### src/rtl/stash_command_arbiter.sv
// rtl/stash_command_arbiter.sv - two-requester round-robin arbiter for the stash core command/data port
// Define STASH_ARB_FIXED_PRIORITY_EN to make requester 0 win every tie instead of alternating.

module stash_command_arbiter #(
  parameter int DataWidth    = 512,
  parameter int CMDWidth     = 3,
  parameter int ORAMU        = 32,
  parameter int ORAML        = 32,
  parameter int StashEAWidth = 8,
  parameter int BlockBeats   = 4,
  parameter logic [CMDWidth-1:0] CMD_Push      = CMDWidth'(0),
  parameter logic [CMDWidth-1:0] CMD_Overwrite = CMDWidth'(2)
) (
  input  logic                    Clock,
  input  logic                    Reset,
  input  logic [CMDWidth-1:0]     Req0Command,
  input  logic [ORAMU-1:0]        Req0PAddr,
  input  logic [ORAML-1:0]        Req0Leaf,
  input  logic [StashEAWidth-1:0] Req0SAddr,
  input  logic                    Req0CommandValid,
  output logic                    Req0CommandReady,
  input  logic [DataWidth-1:0]    Req0Data,
  input  logic                    Req0DataValid,
  output logic                    Req0DataReady,
  input  logic [CMDWidth-1:0]     Req1Command,
  input  logic [ORAMU-1:0]        Req1PAddr,
  input  logic [ORAML-1:0]        Req1Leaf,
  input  logic [StashEAWidth-1:0] Req1SAddr,
  input  logic                    Req1CommandValid,
  output logic                    Req1CommandReady,
  input  logic [DataWidth-1:0]    Req1Data,
  input  logic                    Req1DataValid,
  output logic                    Req1DataReady,
  output logic [CMDWidth-1:0]     OutCommand,
  output logic [ORAMU-1:0]        OutPAddr,
  output logic [ORAML-1:0]        OutLeaf,
  output logic [StashEAWidth-1:0] OutSAddr,
  output logic                    OutCommandValid,
  input  logic                    OutCommandReady,
  output logic [DataWidth-1:0]    OutData,
  output logic                    OutValid,
  input  logic                    OutReady,
  output logic                    OutGrant,
  output logic                    OutBusy
);

  localparam int BCW = $clog2(BlockBeats) + 1;
  localparam logic [BCW-1:0] LastBeat = BCW'(BlockBeats - 1);

  typedef enum logic [1:0] {StIdle, StCmd, StData} state_t;

  state_t         state, nextState;
  logic           grant, nextGrant;
  logic [BCW-1:0] beatCount, nextBeatCount;
  logic           tieGrant;
  logic           isDataCmd;

`ifdef STASH_ARB_FIXED_PRIORITY_EN
  assign tieGrant = 1'b0;
`else
  logic lastGrant, nextLastGrant;
  assign tieGrant = ~lastGrant;
`endif

  // Command fields are steered straight from the granted requester; only valids are state-gated.
  assign OutCommand = grant ? Req1Command : Req0Command;
  assign OutPAddr   = grant ? Req1PAddr   : Req0PAddr;
  assign OutLeaf    = grant ? Req1Leaf    : Req0Leaf;
  assign OutSAddr   = grant ? Req1SAddr   : Req0SAddr;
  assign OutData    = grant ? Req1Data    : Req0Data;
  assign OutGrant   = grant;
  assign OutBusy    = (state != StIdle);
  assign isDataCmd  = (OutCommand == CMD_Push) || (OutCommand == CMD_Overwrite);

  always_ff @(posedge Clock) begin
    if (Reset) begin
      state     <= StIdle;
      grant     <= 1'b0;
      beatCount <= '0;
`ifndef STASH_ARB_FIXED_PRIORITY_EN
      lastGrant <= 1'b1;
`endif
    end else begin
      state     <= nextState;
      grant     <= nextGrant;
      beatCount <= nextBeatCount;
`ifndef STASH_ARB_FIXED_PRIORITY_EN
      lastGrant <= nextLastGrant;
`endif
    end
  end

  always_comb begin
    nextState        = state;
    nextGrant        = grant;
    nextBeatCount    = beatCount;
`ifndef STASH_ARB_FIXED_PRIORITY_EN
    nextLastGrant    = lastGrant;
`endif
    OutCommandValid  = 1'b0;
    OutValid         = 1'b0;
    Req0CommandReady = 1'b0;
    Req1CommandReady = 1'b0;
    Req0DataReady    = 1'b0;
    Req1DataReady    = 1'b0;

    case (state)
      StIdle: begin
        if (Req0CommandValid || Req1CommandValid) begin
          nextState = StCmd;
          nextGrant = (Req0CommandValid && Req1CommandValid) ? tieGrant : Req1CommandValid;
        end
      end
      StCmd: begin
        OutCommandValid  = 1'b1;
        Req0CommandReady = ~grant & OutCommandReady;
        Req1CommandReady =  grant & OutCommandReady;
        if (OutCommandReady) begin
`ifndef STASH_ARB_FIXED_PRIORITY_EN
          nextLastGrant = grant;
`endif
          if (isDataCmd) begin
            nextState     = StData;
            nextBeatCount = '0;
          end else begin
            nextState = StIdle;
          end
        end
      end
      StData: begin
        OutValid      = grant ? Req1DataValid : Req0DataValid;
        Req0DataReady = ~grant & OutReady;
        Req1DataReady =  grant & OutReady;
        // The grant stays locked until the final beat of the burst is taken.
        if (OutValid && OutReady) begin
          nextBeatCount = beatCount + BCW'(1);
          if (beatCount == LastBeat) begin
            nextState = StIdle;
          end
        end
      end
      default: nextState = StIdle;
    endcase
  end

endmodule
### config.mk
export PLATFORM = sky130hd
export DESIGN_NAME = stash_command_arbiter
export DESIGN_NICKNAME = d
export VERILOG_FILES = /design/src/rtl/stash_command_arbiter.sv
export SDC_FILE = /design/constraint.sdc
export NUM_CORES = 1
export LEC_CHECK = 0
export CORE_AREA = 4 4 687 689
export CTS_CLUSTER_DIAMETER = 50
export DETAILED_ROUTE_END_ITERATION = 12
export DIE_AREA = 0 0 691 693
export PLACE_DENSITY_LB_ADDON = 0.12
export SLEW_MARGIN = 10
export SYNTH_ARGS = -nofsm -noshare
export SYNTH_HDL_FRONTEND = slang
export SYNTH_SLANG_ARGS = --single-unit
### constraint.sdc
create_clock -name Clock -period 2 [get_ports Clock]
set_input_delay 0.2 -clock Clock [delete_from_list [all_inputs] [get_ports Clock]]
set_output_delay 0.2 -clock Clock [all_outputs]
set_load 0.005 [all_outputs]
==> metrics.txt <==
CTS Sinks 7; Max clock buf depth 2; Layout area overhead 407%; Largest stage delay, worst path 350 ps; Antenna Nets Post-Route 0; IO Pins between 1500 and 2000; Post-Syn Area per Cell around 10 µm²; DPL Wire Length about 350 mm; critical-path maximum fanout 8; count of state elements after synthesis 7; 1st-pass router iterations 4; Layout Cells excl Fill around 9000; Finish-stage setup viols ~440; Hold Crit Class reg -> reg; CP Class reg -> out; hold path start lastGrant$_SDFFE_PP1P_; unique cell type count in the Yosys netlist 26; CTS Buf Count 3; failing checks setup timing; Reg2Reg Capture Point beatCount[2]$_SDFFE_PP0P_; Worst-Margin Slew a little under 500 ps; data required time of the critical path between 1500 and 2000 ps; initial antenna violation count just under 500; Power per Cell Area a little over 300 nW/µm²; Static Leak approximately 14 nW; largest net degree at the start of global routing 37; hold-fix buffers at CTS 0; Final Skew between 0.8 and 0.9 ps; cells along the critical path buf_12, buf_16, buf_16, buf_6, buf_16, buf_4, buf_4, mux2_4, clkbuf_2; area taken by flip-flops and latches roughly 140 µm²; WHS ~470 ps; post-synthesis cell area 7360 µm²; Final Hold Vio Count 0; Inst Count DP around 8700; Mapped Cells 709; simple-gate share of the synthesized area 0.0162; sequential share of the synthesized area 0.0190; Relative slew margins 0.675; H-tree depth 1; compound-cell area share of the yosys netlist 0.0128; WHS Endpoint lastGrant$_SDFFE_PP1P_; RePlAce Congestion slightly below 1; RSZ-0062 raised after global routing yes; CP Buf/Inv Count 8; reg2reg setup slack -20 ps; Top delay family on crit path buffers and inverters; synth warn 0; TritonCTS clock tree built; Post-Synth XOR/XNOR Area 0; Slew Viols, Final 0; Port-buffer cells ~1800; fmax about 440 MHz; gr usage total 0.146; met1 Use GR 0.160; GRT met2 Usage 0.231; status finished with violations; Worst VDD drop ~0.19 mV; most used cell, CP buf_16; startpoint types register; Initial Util 0.0158; Crit. End Element output port; most frequent cells in the layout clkdlybuf4s50_1, mux2_2, buf_4; Worst Path Arrival about 2100 ps; fin nets ~3900; Die ar. between 400000 and 500000 µm²; most common cell after layout, fill and taps aside clkdlybuf4s50_1; vias in the first global route 16897; Max Cap Viol 0; fill count approximately 54000; WL/cell about 41 µm; final design utilization 0.0801; Critical-path top delay cell dfxtp_4; fin worst setup slack -261 ps; die width 691 µm; via count 17496; DRC 0; post-synthesis mux area share 0.900; area occupied by multi-input gates roughly 7600 µm²; share of cells above drive strength 1 0.455; GR peak layer met2; WL final approximately 370 mm; Die Ht between 600 and 700 µm; Finished Cell Area around 37000 µm²; hold depth 1; R2R cell count 9; GRT overflow 0; post-route total power about 11 mW; Placeable Area between 400000 and 500000 µm²; global-route wire length before repair 407 mm; Post-Synth Adder-Cell Area 0.00340; worst reg2reg startpoint OutGrant$_SDFFE_PP0P_; clk slew on worst S/H paths 50 ps; routed vias/inst around 1.9; Placed Instance Area 33000 µm²; iteration-0 DRC count of the detailed router slightly below 700; Synthesized Nets approximately 1900; post-route minimum period roughly 2300 ps; # rows between 200 and 300; clk_lat worst skew ~250 ps; pre-CTS setup slack -363 ps; clk root buf clkbuf_16; largest family of logic cells by synthesized area multiplexers; Fin Setup TNS -55890 ps; grt met3 use 0.106; period utilization 1.13
[cells by family (layout without fill, tap and decap cells)]
| family | count (synthesis) | after routing |
|---|---|---|
| and+or+nand+nor | 25 | 25 |
| AOI/OAI and AO/OA | 14 | 14 |
| muxes | 588 | 588 |
| other | 0 | 102 |
| adders and majority gates | 2 | 2 |
| DFF | 7 | 7 |
| buffers and inverters | 73 | 2046 |
[synthesized netlist by cell type]
cell type / instances / area [µm²]
mux2_2: 587 / 6610
buf_2: 65 / 325
nor2_1: 10 / 37.5
dfxtp_1: 7 / 140
inv_1: 5 / 18.8
a21oi_1: 4 / 20.0
nand2_1: 4 / 15.0
nor3_1: 3 / 15.0
a211oi_1: 2 / 15.0
ha_1: 2 / 25.0
nand3_1: 2 / 10.0
nor3b_1: 2 / 15.0
o21ai_0: 2 / 10.0
o31ai_1: 2 / 15.0
a211o_1: 1 / 8.76
a22oi_1: 1 / 7.51
a32oi_1: 1 / 8.76
buf_1: 1 / 3.75
buf_4: 1 / 7.51
clkbuf_2: 1 / 5.00
mux2i_1: 1 / 10.0
nand3b_1: 1 / 7.51
nor2b_1: 1 / 6.26
o221ai_1: 1 / 8.76
or2_1: 1 / 6.26
or3_1: 1 / 6.26
[what timing repair did]
item	CTS	global route
buffers inserted	80	88
gates cloned	19	15
gates resized for setup	734	584
pin swaps	1	2
endpoints found under the setup margin	551	577
[worst max path at each step]
stage,start,end,slack (ps),cells past startpoint
final,OutGrant$_SDFFE_PP0P_,OutData[232],-260,9
after global routing,OutGrant$_SDFFE_PP0P_,OutData[408],-320,5
after CTS,OutGrant$_SDFFE_PP0P_,OutData[389],-380,6
after detailed placement,OutGrant$_SDFFE_PP0P_,OutData[167],-360,6
after global placement,OutGrant$_SDFFE_PP0P_,OutData[167],-370,6
after floorplan,OutGrant$_SDFFE_PP0P_,OutData[425],610,4
[per-layer routing]
metal,share of wire,wire [µm],vias to the layer above
li1,-,-,6798
met1,0.38,138000,7844
met2,0.43,159000,1716
met3,0.16,58300,840
met4,0.031,11300,298
met5,0.0054,2000,-
[worst register-to-register path: cells and delay by family (launching register included)]
kind | cells | cell delay, ps
flops | 1 | 350
buf+inv | 5 | 760
mux | 1 | 170
compound gates | 1 | 70
simple gates | 2 | 590
[power breakdown]
part	switching, mW	internal, mW
sequential	0.0145	0.149
clock	0.121	0.267
combinational	4.58	6.13
total	4.72	6.54
[area by class of cell]
| type | instances | area share |
|---|---|---|
| Timing Repair Buffer | 2037 | 0.576 |
| Tap cell | 6198 | 0.208 |
| Multi-Input combinational cell | 629 | 0.203 |
| Antenna cell | 102 | 0.00684 |
| Sequential cell | 7 | 0.00385 |
| Clock buffer | 3 | 0.00201 |
| Inverter | 5 | 0.000503 |
| Clock inverter | 1 | 0.000134 |
[state kept, by name (all words and copies together), names as in the netlist]
signal and flops:
state 2, beatCount 3, OutGrant 1, lastGrant 1
Note: power is estimated with default switching activity, not from simulation.
